## config.mk

```make
export PLATFORM = sky130hd
export DESIGN_NAME = fetch_unit
export DESIGN_NICKNAME = d
export VERILOG_FILES = /design/src/rtl/fetch_unit.sv
export SDC_FILE = /design/constraint.sdc
export NUM_CORES = 1
export LEC_CHECK = 0
export ABC_CLOCK_PERIOD_IN_PS = 5700
export BUFFER_PORTS_ARGS = -buffer_cell sky130_fd_sc_hd__buf_2
export CORE_MARGIN = 10
export CORE_UTILIZATION = 58
export DETAILED_ROUTE_END_ITERATION = 8
export GPL_TIMING_DRIVEN = 0
export MAX_ROUTING_LAYER = met4
export PLACE_DENSITY_LB_ADDON = 0.12
export SETUP_SLACK_MARGIN = 0.05
export SKIP_LAST_GASP = 1
export SLEW_MARGIN = 20
export SYNTH_ARGS = -nofsm -noshare
export SYNTH_HDL_FRONTEND = slang
export SYNTH_SLANG_ARGS = --single-unit
```

## constraint.sdc

```tcl
create_clock -name clk -period 5.7 [get_ports clk]
set_input_delay 0.285 -clock clk [delete_from_list [all_inputs] [get_ports clk]]
set_output_delay 0.285 -clock clk [all_outputs]
set_load 0.005 [all_outputs]
```

## src/rtl/fetch_unit.sv

```systemverilog
// fetch_unit: instruction fetch front end.
// The PC register addresses instruction memory directly. Each fetched word is
// queued together with its address in a small FIFO, and downstream consumes
// the queue head. A redirect flushes the queue and restarts fetch.
// Optional feature: define FETCH_BRANCH_FOLD_EN to fold unconditional
// B (0xEA) branches in the fetch stage. A folded branch is retargeted
// without being queued.
module fetch_unit #(
  parameter logic [31:0] RESET_PC = 32'h0000_0000,
  parameter int          DEPTH    = 4
) (
  input  logic        clk,
  input  logic        reset,
  output logic [31:0] imem_addr,
  input  logic [31:0] imem_rd,
  input  logic        redirect_valid,
  input  logic [31:0] redirect_pc,
  output logic        inst_valid,
  output logic [31:0] inst,
  output logic [31:0] inst_pc,
  input  logic        inst_ready
);

  localparam int PTR_W = (DEPTH > 1) ? $clog2(DEPTH) : 1;
  localparam int CNT_W = $clog2(DEPTH + 1);

  typedef struct packed {
    logic [31:0] pc;
    logic [31:0] word;
  } entry_t;

  entry_t             mem_q [DEPTH];
  logic [PTR_W-1:0]   head_q, head_d;
  logic [PTR_W-1:0]   tail_q, tail_d;
  logic [CNT_W-1:0]   count_q, count_d;
  logic [31:0]        pc_q, pc_d;

  logic               full;
  logic               fetch_ok;
  logic               is_branch;
  logic               push;
  logic               fold;
  logic               pop;
  logic [31:0]        branch_target;

  // Decode this cycle's fetch, fold and pop decisions; redirect blocks all of them.
  always_comb begin
    // NOTE: every signal gets a default up front so no path leaves it unassigned (no latch).
    is_branch     = 1'b0;
    branch_target = pc_q + 32'd4;
`ifdef FETCH_BRANCH_FOLD_EN
    is_branch     = (imem_rd[31:24] == 8'hEA);
    branch_target = pc_q + 32'd8 + {{6{imem_rd[23]}}, imem_rd[23:0], 2'b00};
`endif
    full     = (count_q == CNT_W'(DEPTH));
    fetch_ok = !full && !redirect_valid;
    push     = fetch_ok && !is_branch;
    fold     = fetch_ok && is_branch;
    pop      = (count_q != '0) && inst_ready && !redirect_valid;
  end

  // Compute next PC, pointers and occupancy.
  always_comb begin
    pc_d    = pc_q;
    head_d  = head_q;
    tail_d  = tail_q;
    count_d = count_q;
    if (redirect_valid) begin
      pc_d    = redirect_pc & 32'hFFFF_FFFC;
      head_d  = '0;
      tail_d  = '0;
      count_d = '0;
    end else begin
      if (fold) begin
        pc_d = branch_target;
      end else if (push) begin
        pc_d = pc_q + 32'd4;
      end
      // Pointers wrap naturally because DEPTH is a power of two.
      if (push) tail_d = tail_q + PTR_W'(1);
      if (pop)  head_d = head_q + PTR_W'(1);
      unique case ({push, pop})
        2'b10:   count_d = count_q + CNT_W'(1);
        2'b01:   count_d = count_q - CNT_W'(1);
        default: count_d = count_q;
      endcase
    end
  end

  // Control state register with synchronous reset.
  always_ff @(posedge clk) begin
    // NOTE: sequential state uses non-blocking assignments so every register samples pre-edge values.
    if (reset) begin
      pc_q    <= RESET_PC;
      head_q  <= '0;
      tail_q  <= '0;
      count_q <= '0;
    end else begin
      pc_q    <= pc_d;
      head_q  <= head_d;
      tail_q  <= tail_d;
      count_q <= count_d;
    end
  end

  // Queue storage: write the fetched word and its address at the tail.
  always_ff @(posedge clk) begin
    // NOTE: storage is cleared on reset because the head entry drives inst/inst_pc, which must read 0 after reset.
    if (reset) begin
      for (int i = 0; i < DEPTH; i++) begin
        mem_q[i] <= '0;
      end
    end else if (push) begin
      mem_q[tail_q] <= '{pc: pc_q, word: imem_rd};
    end
  end

  assign imem_addr  = pc_q;
  assign inst_valid = (count_q != '0);
  assign inst       = mem_q[head_q].word;
  assign inst_pc    = mem_q[head_q].pc;

endmodule
```

### After elaboration in Yosys (flattened, before gate mapping)

Memory sizes are Yosys's and may differ from the RTL's. A register that Yosys moved wholly into a read port is not among the register bits.
Index checks and enable logic that the tools add are counted.

* flip-flop bits (word level): 39
* RAM bits: 256
* input port bits: 68
* output and inout port bits: 97
* logic and storage cells: 37
* memories: 1

Memory list
* mem_q: words 4, width 64, read ports 1, clocked after memory_dff 1, wr ports 4, RTL line 32 `entry_t mem_q [DEPTH];`

* add/sub/neg operators: 5
* eq/ne operators: 3
* multiplexer cells: 13
* reduce and logical (&&, ||, !) cells: 10

Operator list (number)
* 32-bit two-way mux: 2
* 64-bit two-way mux: 1
* 64-bit OR reduction: 1
* 32-bit by 3-bit adder with 32-bit output, second input constant: 1
* 1-bit two-way mux: 6
* 2-bit two-way mux: 3
* 3-bit one-hot mux with 2 select lines: 1
* 2-bit by 1-bit adder with 2-bit output, second input constant: 2
* 2-bit nonzero test: 2
* 3-bit by 1-bit adder with 3-bit output, second input constant: 1
* 3-bit equality test, second input constant: 1
* 1-bit logical AND: 3
* 3-bit nonzero test: 1
* 3-bit by 1-bit subtractor with 3-bit output, second input constant: 1
* 2-bit by 1-bit equality test with 1-bit output, second input constant: 1
* 2-bit equality test, second input constant: 1
* 1-bit zero test: 2
* 2-bit OR reduction: 1

### Logic depth before layout (Yosys ltp)

Gate-level depths: netlist (run 1).

* word-level depth: 8
* depth in mapped cells: 8
* mapped depth without buffers: 7

### Least setup slack after synthesis (run 1)

OpenSTA, ideal clock, no wires.

* kind: reg-to-reg
* from: register count_q[0]
* to: memory mem_q[1][0] (netlist name), enable pin
* library setup time: 0.495 ns
* data arrival time: 3.845 ns
* required time: 5.205 ns
* setup slack: 1.360 ns
* cell stages (with the launch flop): 6
* clock period less this slack: 4.340 ns
* cells stage by stage: dfxtp_1 > nor3b_2 > buf_2 > nor2_1 > nand2_1 > o21bai_1

RTL lines
* start: declaration: RTL line 35 `logic [CNT_W-1:0] count_q, count_d;`
* start signal: assignment: RTL line 102 `count_q <= count_d;`
* end: declaration: RTL line 32

==> results of run 1 <==
==> through the flow <==
stage	cell area [µm²]	util
3_5_place_dp	14300	0.652
2_1_floorplan	12900	-
4_1_cts	15400	0.702
6_report	15400	0.702
3_3_place_gp	14100	0.643
5_1_grt	15400	0.702
==> power breakdown <==
group	internal (mW)	switching (mW)	total, mW
clock	1.21	0.790	2.00
sequential	2.40	0.0503	2.45
combinational	0.155	0.186	0.341
total	3.77	1.03	4.79
==> registers in the layout, indices dropped and copies added, names as in the netlist, named ones only <==
name       count
count_q        3
mem_q        248
imem_addr     30
head_q         2
tail_q         2
==> repair_timing <==
action,in CTS,in global routing
hold buffers,7,0
endpoints found under the setup margin,0,0
endpoints found under the hold margin,7,0
==> critical path, delay by kind of cell (launching register included) <==
| kind | cells | cell delay (ns) |
|---|---|---|
| flip-flops | 1 | 0.30 |
| buffers and inverters | 3 | 1.12 |
| multiplexers | 1 | 0.59 |
==> logic make-up after synthesis <==
kind of cell,synth area share
compound gates,0.0261
xor+xnor,0.0196
fa+ha+maj,0.00194
buf+inv,0.0318
flops,0.636
mux,0.109
other cells,0.000290
simple gates,0.175
==> layer usage <==
layer	global-route usage	vias to the layer above	share of wire
met5	-	-	0
met4	0.0510	0	0.019
met3	0.0329	48	0.059
met2	0.339	267	0.50
met1	0.272	3768	0.42
li1	-	3617	-
==> layout by cell type (no fill, tap or decap), drive strengths merged, types with 8 or more instances in the layout <==
| master | count |
|---|---|
| edfxtp | 248 |
| and2 | 248 |
| buf | 195 |
| clkbuf | 69 |
| mux4 | 62 |
| dfxtp | 39 |
| nor2 | 29 |
| nand2 | 26 |
| xor2 | 16 |
| nand3 | 16 |
| a211oi | 16 |
| clkinv | 15 |
| a21oi | 14 |
| and3 | 13 |
| xnor2 | 13 |
| nand4 | 8 |
==> area by class of cell <==
| type | count | area [µm²] |
|---|---|---|
| Antenna cell | 1 | 2.50 |
| Buffer | 68 | 393 |
| Clock buffer | 33 | 783 |
| Clock inverter | 22 | 241 |
| Fill cell | 1545 | 6530 |
| Inverter | 5 | 18.8 |
| Multi-Input combinational cell | 516 | 4330 |
| Sequential cell | 287 | 8230 |
| Tap cell | 280 | 350 |
| Timing Repair Buffer | 170 | 1020 |
==> how the worst max path moves through the flow <==
| stage | endpoint | slack, ns | cells past startpoint |
|---|---|---|---|
| floorplan | mem_q[1][0] | 1.36 | 5 |
| global placement | mem_q[1][7] | -1.04 | 5 |
| CTS | inst_pc[17] | 2.76 | 4 |
| global route | inst_pc[17] | 2.70 | 4 |
| finish | inst_pc[17] | 2.85 | 4 |
| detailed placement | mem_q[2][8] | 2.87 | 7 |
==> run_results.csv, run 1 <==
group,metric,value,unit
synthesis,syn_inst,873,
detailed_routing,drt_iter0_markers,625,
grt,grt_remaining_overflow,0,
die,fp.dieW,169,µm
synthesis,yosys.area.top_type_share,0.576,
detailed_routing,drcViolationCount,0,
worst_setup_path,cp_cell_sequence,"clkbuf_1 -> buf_2 -> mux4_2 -> buf_2",
placed_design,dp_hpwl,19.7,mm
clock_network,htreeDepth,1,
worst_setup_path,path_common_cell,"buf_2",
grt,antenna_found_initial,0,
clock_network,cts_setup_buffers,0,
synthesis,synth_edf_count,248,
sta,maxSlewHeadroom,0.422,
synthesis,synth_seq_cells,287,
die,placementRows,54,
placed_design,place_congestion,0.863,
sta,finalClockSkew,0.00774,ns
die,core,21900,µm²
worst_setup_path,max_stage_delay,0.59,ns
sta,rsz0062_at_grt,"no",
sta,finalSetupViolCount,0,
synthesis,yosysTopAreaCell,"edfxtp_1",
worst_setup_path,ff2ff_path_depth,7,
sta,layout_min_cycle_time,2.85,ns
worst_setup_path,reg2reg_to,"mem_q[2][37]",
sta,slew_violations,0,
clock_network,clock_sinks,287,
pwr,finalPower,4.79,mW
synthesis,synthArstFlopShare,0,
sta,worst_pin_slew,0.864,ns
synthesis,synthDistinctLibCells,50,
synthesis,yosysMostFrequentCell,"edfxtp_1",
finish,final_nets,1148,
detailed_routing,wire_per_inst,21.1,µm
sta,fmax,351,MHz
grt,grt_usage,0.209,
clock_network,tritoncts,"yes",
finish,synthToLayoutAreaGrowth,18.8,%
detailed_routing,drt.antenna.violating_nets,0,
synthesis,synth.avg_cell_area,14.8,µm²
min_path,holdPathStages,3,
die,io_pins,165,
sta,hold_viol_final,0,
detailed_routing,vias,7700,
placed_design,pre_cts_ws,2.87,ns
synthesis,yosys_warnings,0,
placed_design,post-place-cells,1319,
clock_network,cts.path.max_buffers,3,
clock_network,clock_latency,0.54,ns
clock_network,path_clk_slew,0.06,ns
die,start_util,0.591,
pwr,ir_drop,0.307,mV
pwr,p_per_area,312,nW/µm²
min_path,worstHoldStart,"redirect_pc[19]",
finish,layout-drive-gt1-share,0.293,
grt,grt_pass1_vias,8254,
worst_setup_path,cp.required,5.41,ns
synthesis,ys_seq_area_frac,0.636,
worst_setup_path,critPathKind,"flip-flop to primary output",
synthesis,synthTopCellsByCount,"248 x edfxtp_1, 247 x and2_1, 62 x mux4_2",
synthesis,ys.flop_type,"edfxtp_1",
grt,grt_pass1_wl,45.7,mm
placed_design,port_buffers,157,
die,dieArea,28700,µm²
worst_setup_path,arrival,2.57,ns
synthesis,synth_area,12900,µm²
min_path,holdPathEnd,"imem_addr[19]",
die,fp.dieH,169,µm
detailed_routing,via_per_inst,5.57,
sta,fin_crit_sh,0.500,
clock_network,cts_root_buffer,"clkbuf_16",
run,drv_cap,0,
min_path,hold_path_class,"input pin to flip-flop",
run_status,outcome,"finished clean",
sta,timing.hold.ws,0.0148,ns
worst_setup_path,end_kind,"primary output",
detailed_routing,drt-pass1-iter-count,5,
worst_setup_path,ff2ff_setup_slack,2.90,ns
finish,final_cells,1382,
worst_setup_path,worstReg2RegStart,"count_q[0]",
clock_network,post_cts_resized,0,
worst_setup_path,worstPathMaxFanout,10,
sta,finalWorstSetupSlack,2.85,ns
detailed_routing,drt_wl_total,29.1,mm
grt,grt_max_degree,44,
worst_setup_path,slowest_stage,"mux4_2",
worst_setup_path,crit_path_start_kind,"flip-flop",
pwr,p_leak,5.93,nW
sta,finalSetupTns,0,ns
clock_network,cts_buffers,30,
synthesis,yosys-top-cells-area,"edfxtp_1 58%, and2_1 12%, mux4_2 11%, dfxtp_1 6.0%, buf_6 1.2%",
Power figures use the tool's default switching activity.
==> run 2, diff against run 1 <==
- ABC_CLOCK_PERIOD_IN_PS: 5700 -> 2300
- CORE_UTILIZATION: 58 -> 52
- clock period: 5.7 -> 2.3 ns (I/O delays scaled with it)
==> run_results.csv, run 2 (synthesis results as in run 1) <==
group,metric,value,unit
worst_setup_path,ff2ff_setup_slack,0.08,ns
grt,grtUsageMet3,0.0272,
worst_setup_path,reg2reg_to,"mem_q[2][31]",
pwr,internal_power,9.12,mW
finish,fillers,1845,
worst_setup_path,crit_path_start_kind,"flip-flop",
worst_setup_path,critPathKind,"flip-flop to flip-flop",
clock_network,htreeDepth,1,
finish,regMostFlops,"mem_q",
sta,finalSetupViolCount,0,
finish,layout-drive-gt1-share,0.296,
sta,rsz0062_at_grt,"yes",
placed_design,pre_cts_ws,-0.676,ns
detailed_routing,via_per_inst,5.34,
min_path,hold_path_class,"input pin to flip-flop",
grt,grt_pass1_wl,48.7,mm
pwr,ir_drop,0.442,mV
pwr,finalPower,11.7,mW
pwr,combPwrFrac,0.081,
sta,finalClockSkew,0.00991,ns
detailed_routing,drt_wl_total,31.6,mm
pwr,sequentialPowerShare,0.520,
die,fp.dieH,178,µm
detailed_routing,wire_per_inst,21.2,µm
worst_setup_path,setup.worst_path.start,"count_q[1]",
worst_setup_path,arrival,2.40,ns
sta,worst_pin_slew,0.703,ns
worst_setup_path,end_kind,"flip-flop",
clock_network,clock_latency,0.55,ns
grt,grt_remaining_overflow,0,
clock_network,cts_root_buffer,"clkbuf_16",
sta,maxSlewHeadroom,0.531,
clock_network,path_clk_slew,0.06,ns
grt,gr-usage-met2,0.333,
clock_network,cts_buffers,30,
sta,fmax,451,MHz
sta,fin_crit_sh,0.963,
min_path,holdPathStages,5,
placed_design,dp_hpwl,19.6,mm
grt,grt_max_degree,35,
detailed_routing,drt_iter0_markers,541,
finish,final_nets,1213,
grt,grt_pass1_vias,8448,
detailed_routing,vias,7963,
die,io_pins,165,
sta,slew_violations,0,
grt,grt_usage,0.204,
pwr,p_leak,6.21,nW
die,fp.dieW,178,µm
grt,use_met1,0.267,
finish,synthToLayoutAreaGrowth,23.8,%
sta,finalWorstSetupSlack,0.0846,ns
run_status,outcome,"finished clean",
worst_setup_path,worstReg2RegStart,"count_q[1]",
finish,final_cell_mix,"248 x edfxtp_1, 247 x and2_1, 165 x buf_2, 64 x dlygate4sd3_1, 62 x mux4_2",
clock_network,cts.path.max_buffers,3,
pwr,power.switching,2.55,mW
detailed_routing,drcViolationCount,0,
worst_setup_path,endpoint,"mem_q[2][31]",
detailed_routing,drt-pass1-iter-count,5,
finish,largest_reg_flops,248,
grt,busiest_layer,"met2",
placed_design,place_congestion,0.831,
detailed_routing,drt.antenna.violating_nets,0,
worst_setup_path,cp.required,2.48,ns
grt,antenna_found_initial,0,
sta,hold_viol_final,0,
finish,antenna_cells,0,
die,start_util,0.530,
finish,register_area,8230,µm²
finish,multiInputGateArea,4380,µm²
placed_design,port_buffers,157,
worst_setup_path,ff2ff_path_depth,6,
sta,layout_min_cycle_time,2.22,ns
clock_network,clock_sinks,287,
pwr,p_sw_frac,0.219,
finish,final_common_cell,"edfxtp_1",
die,placementRows,57,
pwr,p_per_area,729,nW/µm²
worst_setup_path,worstPathMaxFanout,31,
clock_network,tritoncts,"yes",
run,drv_cap,0,
pwr,clkPwrFrac,0.399,
die,dieArea,31600,µm²
die,core,24400,µm²
-- run 2: changes by cell type in the layout (fill, tap and decap cells not counted), moves of 5 or more --
cell           change
dlygate4sd3_1     +57
buf_4             +10
clkbuf_2           +8
clkbuf_8           +8
buf_2              -5
bufinv_16          -5
clkinv_1           -5
-- run 2: metal layers --
| metal | wire length, µm | part of all wire |
|---|---|---|
| met2 | 15500 | 0.49 |
| met1 | 14000 | 0.44 |
| met4 | 622 | 0.020 |
| met5 | 0 | 0 |
| met3 | 1490 | 0.047 |
-- run 2: worst max-delay path, stage by stage (launching register included) --
cell	delay, ns
dfxtp_1	0.43
or3b_1	0.16
buf_6	0.16
nand2b_4	0.06
buf_6	0.14
nor3b_4	0.34
or2_4	0.54
-- run 2: cell type report --
class,instances,share of cell area
clock buffer,51,0.0582
inverter,5,0.00117
tap,324,0.0253
sequential,287,0.514
clock inverter,4,0.00125
timing repair buffer,233,0.0996
multi-input combinational,521,0.273
buffer,65,0.0267
-- run 2: what timing repair did --
action / in CTS / in global routing
resized for setup: 16 / 17
gates cloned: 4 / 1
pin swaps: 6 / 1
setup endpoints to repair: 214 / 140
hold endpoints to repair: 158 / 0
setup buffers: 8 / 0
hold buffers: 64 / 0
-- run 2: how the worst min path moves through the flow --
stage	to	from
after CTS	tail_q[1]	redirect_valid
after detailed placement	imem_addr[3]	redirect_pc[3]
after floorplan	imem_addr[3]	redirect_pc[3]
after global routing	tail_q[1]	redirect_valid
after global placement	imem_addr[3]	redirect_pc[3]
final	tail_q[1]	redirect_valid
-- run 2: power by group through the flow --
stage	logic, mW	registers [mW]	clock network, mW
floorplan	0.448	6.13	0
global placement	0.809	6.18	0
detailed placement	0.843	6.18	0
CTS	0.956	6.07	4.73
global route	1.03	6.10	4.91
finish	0.945	6.07	4.66
-- run 2: per-stage QoR --
stage          instance area (µm²)   util  hold WS (ns)  std cells  TNS, ns
3_3_place_gp                 14200  0.581         0.351       1357  -152.38
3_5_place_dp                 14300  0.585         0.358       1361   -71.73
2_1_floorplan                13000      -         0.259        876        0
4_1_cts                      16000  0.655        0.0535       1490        0
6_report                     16000  0.656        0.0650       1490        0
5_1_grt                      16000  0.656         0.117       1490   -0.397
